**config.mk**
```make
export PLATFORM = sky130hd
export DESIGN_NAME = sound_request_arbiter
export DESIGN_NICKNAME = d
export VERILOG_FILES = /design/src/rtl/sound_request_arbiter.sv
export SDC_FILE = /design/constraint.sdc
export NUM_CORES = 1
export LEC_CHECK = 0
export ABC_AREA = 1
export CORE_MARGIN = 2
export CORE_UTILIZATION = 35
export CTS_CLUSTER_DIAMETER = 40
export DETAILED_ROUTE_END_ITERATION = 8
export GPL_TIMING_DRIVEN = 0
export PLACE_DENSITY = 0.61
export SETUP_SLACK_MARGIN = 0.15
export SLEW_MARGIN = 20
export SYNTH_ARGS = -nofsm -noshare
export SYNTH_HDL_FRONTEND = slang
export SYNTH_SLANG_ARGS = --single-unit
```
**constraint.sdc**
```tcl
create_clock -name clk -period 2.05 [get_ports clk]
set_input_delay 0.5125 -clock clk [delete_from_list [all_inputs] [get_ports clk]]
set_output_delay 0.5125 -clock clk [all_outputs]
set_load 0.02 [all_outputs]
```
**src/rtl/sound_request_arbiter.sv**
```systemverilog
// ----------------------------------------------------------------------------
// sound_request_arbiter
// Front-end scheduler for the game sound player. One-cycle game-event request
// pulses are collected as per-type pending bits. The block grants them one at
// a time by fixed priority (victory > error > start > drop) and drives the
// player's sound_type / snd_start_n inputs.
//
// The player has no busy output, so every playback is timed here:
//   ARM   -> PULSE -> PLAY -> GAP
// sound_type is held stable from ARM until the sound finishes. It only changes
// again on the next grant.
// ----------------------------------------------------------------------------
module sound_request_arbiter #(
    parameter logic [31:0] DUR_SHORT  = 32'd50_000_000 / 32'd25,
    parameter logic [31:0] DUR_LONG   = 32'd50_000_000 / 32'd10,
    parameter logic [31:0] PULSE_LEN  = 32'd4,
    parameter logic [31:0] GUARD      = 32'd8,
    parameter logic [31:0] GAP_CYCLES = 32'd500_000
) (
    input  logic       clk,
    input  logic       rst,
    input  logic       req_start,
    input  logic       req_drop,
    input  logic       req_error,
    input  logic       req_victory,
    input  logic       mute,
    output logic [1:0] sound_type,
    output logic       snd_start_n,
    output logic       busy,
    output logic       grant,
    output logic [3:0] pending
);

    // Sound type codes as understood by the player.
    localparam logic [1:0] T_START   = 2'b00;
    localparam logic [1:0] T_DROP    = 2'b01;
    localparam logic [1:0] T_ERROR   = 2'b10;
    localparam logic [1:0] T_VICTORY = 2'b11;

    // Pending-vector bit positions: {victory, error, start, drop}.
    localparam int unsigned B_DROP    = 0;
    localparam int unsigned B_START   = 1;
    localparam int unsigned B_ERROR   = 2;
    localparam int unsigned B_VICTORY = 3;

    // Playback lengths in clock cycles. These are the note count times the
    // per-note duration. They are evaluated in 32 bits and fit without wrap
    // at the default clock-derived durations.
    localparam logic [31:0] PLAY_START   = 32'd4  * (DUR_LONG  + 32'd1);
    localparam logic [31:0] PLAY_DROP    = 32'd2  * (DUR_SHORT + 32'd1);
    localparam logic [31:0] PLAY_ERROR   = 32'd2  * (DUR_LONG  + 32'd1);
    localparam logic [31:0] PLAY_VICTORY = 32'd13 * (DUR_LONG  + 32'd1);

    typedef enum logic [2:0] {
        S_IDLE  = 3'd0,
        S_ARM   = 3'd1,
        S_PULSE = 3'd2,
        S_PLAY  = 3'd3,
        S_GAP   = 3'd4
    } state_t;

    // Counter preload on PULSE->PLAY. GUARD adds margin for the player's
    // input synchroniser and its entry latency, so the next sound can never
    // start while this one is still audible.
    function automatic logic [31:0] play_preload(input logic [1:0] t);
        logic [31:0] len;
        case (t)
            T_START:   len = PLAY_START;
            T_DROP:    len = PLAY_DROP;
            T_ERROR:   len = PLAY_ERROR;
            T_VICTORY: len = PLAY_VICTORY;
            default:   len = PLAY_START;
        endcase
        return len + GUARD - 32'd1;
    endfunction

    state_t      state_q;
    logic [31:0] cnt_q;
    logic [3:0]  pending_q;
    logic [3:0]  pending_d;
    logic [1:0]  sound_type_q;
    logic        snd_start_n_q;
    logic        busy_q;
    logic        grant_q;

    logic [3:0]  req_vec_s;
    logic [1:0]  win_type_s;
    logic [3:0]  win_mask_s;
    logic        take_s;

    assign req_vec_s = {req_victory, req_error, req_start, req_drop};

    // A grant is taken only from IDLE, with work queued and the block unmuted.
    assign take_s = (state_q == S_IDLE) && (pending_q != 4'b0000) && !mute;

    // Fixed-priority winner selection over the pending set.
    always_comb begin
        win_type_s = T_START;
        win_mask_s = 4'b0000;
        if (pending_q[B_VICTORY]) begin
            win_type_s = T_VICTORY;
            win_mask_s = 4'b1000;
        end else if (pending_q[B_ERROR]) begin
            win_type_s = T_ERROR;
            win_mask_s = 4'b0100;
        end else if (pending_q[B_START]) begin
            win_type_s = T_START;
            win_mask_s = 4'b0010;
        end else if (pending_q[B_DROP]) begin
            win_type_s = T_DROP;
            win_mask_s = 4'b0001;
        end else begin
            win_type_s = T_START;
            win_mask_s = 4'b0000;
        end
    end

    // Pending-set update. Mute wipes everything. A new request is ORed in
    // after the grant-clear, so a re-request on the grant cycle survives.
    always_comb begin
        pending_d = pending_q;
        if (mute) begin
            pending_d = 4'b0000;
        end else if (take_s) begin
            pending_d = (pending_q & ~win_mask_s) | req_vec_s;
        end else begin
            pending_d = pending_q | req_vec_s;
        end
    end

    // Sequencer: pending register, playback FSM, timer and all registered outputs.
    always_ff @(posedge clk) begin
        if (rst) begin
            state_q       <= S_IDLE;
            cnt_q         <= 32'd0;
            pending_q     <= 4'b0000;
            sound_type_q  <= T_START;
            snd_start_n_q <= 1'b1;
            busy_q        <= 1'b0;
            grant_q       <= 1'b0;
        end else begin
            pending_q <= pending_d;
            grant_q   <= 1'b0;
            case (state_q)
                S_IDLE: begin
                    snd_start_n_q <= 1'b1;
                    if (take_s) begin
                        state_q      <= S_ARM;
                        sound_type_q <= win_type_s;
                        grant_q      <= 1'b1;
                        busy_q       <= 1'b1;
                    end else begin
                        busy_q <= 1'b0;
                    end
                end
                // sound_type settles for one cycle before the start edge.
                S_ARM: begin
                    state_q       <= S_PULSE;
                    cnt_q         <= PULSE_LEN - 32'd1;
                    snd_start_n_q <= 1'b0;
                end
                S_PULSE: begin
                    if (cnt_q == 32'd0) begin
                        state_q       <= S_PLAY;
                        cnt_q         <= play_preload(sound_type_q);
                        snd_start_n_q <= 1'b1;
                    end else begin
                        cnt_q <= cnt_q - 32'd1;
                    end
                end
                S_PLAY: begin
                    if (cnt_q == 32'd0) begin
                        state_q <= S_GAP;
                        cnt_q   <= GAP_CYCLES - 32'd1;
                    end else begin
                        cnt_q <= cnt_q - 32'd1;
                    end
                end
                S_GAP: begin
                    if (cnt_q == 32'd0) begin
                        state_q <= S_IDLE;
                        busy_q  <= 1'b0;
                    end else begin
                        cnt_q <= cnt_q - 32'd1;
                    end
                end
                default: begin
                    state_q       <= S_IDLE;
                    cnt_q         <= 32'd0;
                    snd_start_n_q <= 1'b1;
                    busy_q        <= 1'b0;
                end
            endcase
        end
    end

    assign sound_type  = sound_type_q;
    assign snd_start_n = snd_start_n_q;
    assign busy        = busy_q;
    assign grant       = grant_q;
    assign pending     = pending_q;

endmodule

```
==> flow_summary.toml <==
[status]
status = "finished clean"

[timing]
fin_ws_ns = 0.172
fin_crit_sh = 0.916
holdWs_ns = 0.472
rsz0062_at_grt = "true"
maxSlewHeadroom = 0.502
period_needed_ns = 1.88
drv_slew = 0
setup_viol = 0
tightestPinTransition_ns = 0.747
max_freq_mhz = 533
clock_skew_ns = 0.00903
hold_viol_final = 0

[synth]
synth_fp_nets = 538
synth.cell_area_um2 = 3190
synth_top_family_by_area = "simple AND/OR/NAND/NOR gates"
synth_top_area_cell = "dfxtp_1"
synthMuxAreaShare = 0
synthAdderAreaFrac = 0.0314
synthDistinctLibCells = 35
synth_flop_cell = "dfxtp_1"
synthTopCellsByCount = "nand2_1, nor2_1, inv_1"
synthSimpleGateAreaFrac = 0.430
ys_warn_count = 0
synth_compound_area_frac = 0.115
synth.most_common_cell = "nand2_1"
yosysSeqAreaShare = 0.277
synth.ff_latch_count = 44
ys_top_cells_by_area = "dfxtp_1, nand2_1, nor2_1, inv_1, nand3_1"
synth_edf_count = 0
syn_inst = 523
async_reset_ff_frac = 0
synth-xor-area-share = 0.0495
synth_top_area_frac = 0.277
syn_area_per_cell_um2 = 6.09

[cts]
cts.sinks = 44
cts_tree = "built"
insertion_delay_ns = 0.30
cts-root-buf = "clkbuf_8"
clk_path_buf_depth = 2
cts_max_level = 2
clk_pin_slew_ns = 0.09
cts_buffers = 5

[finish]
area_growth_pct = 25.0
utilization = 0.454
fill_cells = 935
drive_above_1_share = 0.204
fin_nets = 578
antenna_cells = 0

[grt]
use_met3 = 0.0387
met2_usage = 0.330
antenna_found_initial = 0
grt_util_met1 = 0.255
grt.overflow.total = 0
busiest_layer = "met2"
first_global_vias = 3235
groute.usage.overall = 0.197
grt_pass1_wl_um = 15600
grt_max_degree = 14

[detailed_routing]
routed-via-count = 3417
viasPerCell = 5.08
detail_route.wl_per_cell_um = 14.0
drtPass1Iterations = 5
drc_errors = 0
ant_nets = 0
drt-total-wl_um = 9430
dr.first_iter.drc_count = 232

[job]
maxCapViolations = 0

[worst_setup_path]
end_kind = "flip-flop"
arrival_ns = 2.12
path_delay_family = "simple AND/OR/NAND/NOR gates"
r2r_setup_slack_ns = 0.17
rr_endpoint = "cnt_q[6]"
rr_startpoint = "cnt_q[0]"
crit_chain = "inv_2 > ha_4 > nand3_4 > nor2_8 > nand2_4 > inv_2 > nand2_4 > o21ai_4 > buf_8 > clkbuf_16 > nand2_1 > a21oi_2"
required_ns = 2.29
slowest_delay_ns = 0.35
path_class = "reg -> reg"
rr_worst_depth = 12
startpoint_type = "flip-flop"
crit_slowest_cell = "dfxtp_2"
critPathBufInv = 4
crit_fanout = 6
cp-startpoint = "cnt_q[0]"

[min_path]
hp-class = "reg -> reg"
worstHoldStart = "busy"
hold_depth = 2
min_to = "busy"

[die]
io_pins = 16
chipWidth_um = 99.4
initial_core_util = 0.364
core-area_um2 = 8760
chipHeight_um = 99.4
rows = 34
die_area_um2 = 9880

[power]
p_leak_nw = 1.97
irDropWorstVdd_mv = 0.642
power.density_nw_per_um2 = 1640

[placement]
gp_congestion = 0.901
pre_cts_ws_ns = -0.178
hpwl_um = 6960
portBuffers = 14
## flip-flops by register name, summed over array words and instances (netlist names)
register	flops
grant	1
snd_start_n	1
state_q	3
cnt_q	32
pending	4
busy	1
sound_type	2
## stage by stage
| step | std cells | instance area, um^2 | TNS (ns) | power, W |
|---|---|---|---|---|
| 2_1_floorplan | 523 | 3190 | 0 | 0.00392 |
| 3_3_place_gp | 645 | 3460 | -0.713 | 0.00481 |
| 3_5_place_dp | 645 | 3460 | -1.06 | 0.00483 |
| 4_1_cts | 660 | 3670 | 0 | 0.00583 |
| 5_1_grt | 672 | 3980 | 0 | 0.00704 |
| 6_report | 672 | 3980 | 0 | 0.00653 |
## where the power goes
group / total, W / switching [W] / internal (W)
sequential: 0.00107 / 0.000118 / 0.000949
combinational: 0.00479 / 0.00289 / 0.00190
clock: 0.000680 / 0.000318 / 0.000362
total: 0.00653 / 0.00332 / 0.00321
## cells by family after synthesis
group,after synthesis
and+or+nand+nor,316
buffers and inverters,77
AOI/OAI and AO/OA,60
DFF,44
xor gates and xnor gates,18
adders and majority gates,8
## worst reg2reg max path: stages, from the launching register on
cell,delay (ns)
dfxtp_2,0.35
inv_2,0.08
ha_4,0.15
nand3_4,0.11
nor2_8,0.16
nand2_4,0.08
inv_2,0.07
nand2_4,0.08
o21ai_4,0.23
buf_8,0.17
clkbuf_16,0.15
nand2_1,0.06
a21oi_2,0.13
## what timing repair did
action                     4_1_cts  5_1_grt
hold buffers                     0        0
setup endpoints to repair       39       41
pin swaps                        3       19
buffers inserted                 7       10
cloned                           0        2
resized for setup               16       64
## metal layers
metal / vias up / share of wire
met5: - / 0
met4: 0 / 0.018
met3: 19 / 0.046
met2: 87 / 0.48
met1: 1588 / 0.45
li1: 1723 / -
## cell type report
type / instances / area [um^2] / area share
clock buffers: 6 / 72.6 / 0.0182
plain buffers: 11 / 75.1 / 0.0189
clock inverters: 2 / 35.0 / 0.00880
inverters: 66 / 250 / 0.0629
flip-flops and latches: 44 / 888 / 0.223
repair buffers: 33 / 328 / 0.0823
well taps: 108 / 135 / 0.0339
multi-input cells: 402 / 2200 / 0.552
## cell usage in the layout, fill, tap and decap left out, drive strengths merged
master         count
or2                5
o221ai             1
inv               66
a21oi             36
and3               1
dlymetal6s2s       2
dfxtp             44
o21ai             17
bufinv             1
clkinv             1
nor2              71
o211ai             4
nor3               6
clkdlybuf4s50     10
clkbuf            13
xor2              10
nand4              6
buf               23
nand3b             4
dlygate4sd2        2
nand2            180
ha                 8
o2111ai            1
nand3             43
a31oi              1
xnor2              8
## worst max path at each step
stage                     end  slack, ns  depth (start not counted)
finish               cnt_q[6]       0.17                         12
global route        cnt_q[17]       0.09                         12
CTS                 cnt_q[30]       0.15                          9
detailed placement   cnt_q[6]      -0.18                         13
global placement     cnt_q[6]      -0.16                         13
floorplan            cnt_q[6]       0.26                         13
(Power assumes the default switching activity.)
==> edit: new RTL, same settings <==
Take the reset off `pending_q` and load it in a clocked block of its own.
--- a/src/rtl/sound_request_arbiter.sv
+++ b/src/rtl/sound_request_arbiter.sv
@@ -133,13 +133,11 @@
         if (rst) begin
             state_q       <= S_IDLE;
             cnt_q         <= 32'd0;
-            pending_q     <= 4'b0000;
             sound_type_q  <= T_START;
             snd_start_n_q <= 1'b1;
             busy_q        <= 1'b0;
             grant_q       <= 1'b0;
         end else begin
-            pending_q <= pending_d;
             grant_q   <= 1'b0;
             case (state_q)
                 S_IDLE: begin
@@ -194,6 +192,10 @@
         end
     end
 
+    always_ff @(posedge clk) begin
+        pending_q <= pending_d;
+    end
+
     assign sound_type  = sound_type_q;
     assign snd_start_n = snd_start_n_q;
     assign busy        = busy_q;
Formal check against the unedited RTL: not equivalent (Yosys sat finds a counterexample within 4 cycles, from zero or initial values and one cycle with rst high).
==> edit against the original RTL <==
- worst setup slack better by 0.036 ns
- design area is 2.3% lower
- first-iteration DRC count increased by 29%
- routed wire length is 4.3% higher
- area after synthesis decreased by 0.98%
- utilization fell by 0.83 points
- maximum frequency rose by 2.0%
- critical path type is now reg -> out
- sequential cell count did not move
Power is not shown: default switching activity piles up to over one toggle a cycle in this logic, so the estimate is an artifact.
==> edit: results (changes against the original RTL) <==
Run status
  – Status: finished clean

Synthesis
  – Sequential area share after synthesis: 27.9% (+0.27 points)
  – Synth area leaders: dfxtp_1 28%, nand2_1 20%, nor2_1 8.3%, nand3_1 7.8%, inv_1 6.4%
  – Average size of a mapped cell: 6.00 µm² (-1.5%)
  – Post-synth EDFFs: 0 (unchanged)
  – Syn_nets: 541 (+0.56%)
  – FFs w/ async S/R, synth: 0% (unchanged)
  – Synth unique cells: 29 (-17%)
  – Total number of yosys warnings: 0 (unchanged)
  – Synth cell count leaders: 169 x nand2_1, 70 x nor2_1, 54 x inv_1

Finish
  – Diode count: 0 (unchanged)
  – Fillcell total: 912 (-2.5%)
  – Nets@finish: 575 (-0.52%)
  – Layout cell share with drive strength beyond 1: 18.4% (-2.0 points)
  – Max reg flops: 32 (unchanged)
  – Most flops, register: cnt_q

GRT
  – GR Util met1: 26.1% (+0.65 points)
  – First-pass GRT wire length: 15.5 mm (-0.62%)
  – Initial antenna violation count: 0 (unchanged)
  – Largest net degree at the start of global routing: 13 (-1)
  – GR Util met3: 3.12% (-0.74 points)
  – Gr usage total: 19.6% (-0.072 points)
  – Met2 Usage GRT: 33.4% (+0.47 points)
  – Vias in the first global route: 3149 (-2.7%)

Placed design
  – Post-DP HPWL: 7.28 mm (+4.6%)
  – Placed Cells: 648 (+0.47%)
  – Dpl cell area: 3430 µm² (-0.90%)
  – Gpl congestion: 0.972 (+7.9%)
  – Port Buffer Count: 14 (unchanged)

Min path
  – Worst Hold Class: reg -> reg

Detailed routing
  – Drt total wl: 9.83 mm (+4.3%)
  – Vias/cell: 5.17 (+1.7%)
  – Detailed Routing Iterations Pass 1: 4 (-1)
  – DRT iter0 DRCs: 299 (+29%)
  – Avg WL per Cell: 14.7 µm (+5.1%)

Clock tree
  – Longest Clk Path Bufs: 2 (unchanged)
  – Root Driver: clkbuf_8
  – Max H-tree Level: 2 (unchanged)
  – Clock transition at the registers of the reported paths: approximately 0.080 ns
  – Worst-Skew Late Latency: 0.30 ns (about the same)
  – TritonCTS Buffers: 5 (unchanged)

STA
  – Skew final: 0.00710 ns (-0.00193 ns)
  – Slew @ Worst Pin: 0.651 ns (-0.0959 ns)

Critical path
  – Crit path DAT: 1.33 ns (-0.79 ns)
  – Slowest CP cell: clkdlybuf4s50_1
  – CP Max Fanout: 4 (-2)
  – Max incr delay on CP: 0.63 ns (+0.28 ns)
  – Delay-heaviest family, CP: buffers and inverters
-- edit: changes by cell type in the layout (fill, tap and decap cells not counted), sizes merged, moves of 4 or more --
cell	unedited run	this run
nand3	43	49
or2	5	1
clkbuf	13	9
inv	66	56
nor2	71	82
nand2	180	175
-- edit: logic make-up after synthesis --
family	after synthesis	synth area share, %
compound gates	65	11.0
xor+xnor	19	5.28
fa+ha+maj	8	3.17
buf+inv	68	9.08
flops	44	27.9
simple gates	322	43.6
-- edit: final cells by class --
class | instances | area, µm² | area share [%]
buffer | 12 | 80.1 | 2.06
clock buffer | 5 | 68.8 | 1.77
clock inverter | 1 | 30.0 | 0.772
inverter | 56 | 218 | 5.60
multi-input combinational | 414 | 2210 | 56.9
sequential | 44 | 908 | 23.4
tap | 108 | 135 | 3.47
timing repair buffer | 27 | 236 | 6.08
-- edit: path summary, 6_finish.rpt --
check              from          to  slack (ns)  cells after the start
max          pending[0]  pending[0]        0.21                      1
max reg2reg    cnt_q[4]   cnt_q[23]        0.23                     10
min                busy        busy        0.48                      2
min reg2reg        busy        busy        0.48                      2
-- edit: through the flow --
| step | TNS (ns) | hold WS [ns] | setup slack, ns |
|---|---|---|---|
| after CTS | 0 | 0.476 | 0.150 |
| after floorplan | 0 | 0.467 | 0.256 |
| after detailed placement | -1.68 | 0.461 | -0.122 |
| final | 0 | 0.475 | 0.209 |
| after global placement | -1.43 | 0.451 | -0.100 |
| after global routing | 0 | 0.512 | 0.105 |
-- edit: routing by layer --
metal / vias to the layer above / share of wire [%]
li1: 1741 / -
met1: 1567 / 45
met2: 122 / 47
met3: 19 / 5.8
met4: 0 / 1.8
met5: - / 0
-- edit: timing repair --
item,in CTS,in global routing
gates cloned,0,1
pin swaps,2,12
setup buffers,5,7
setup endpoints to repair,37,38
resized for setup,18,68
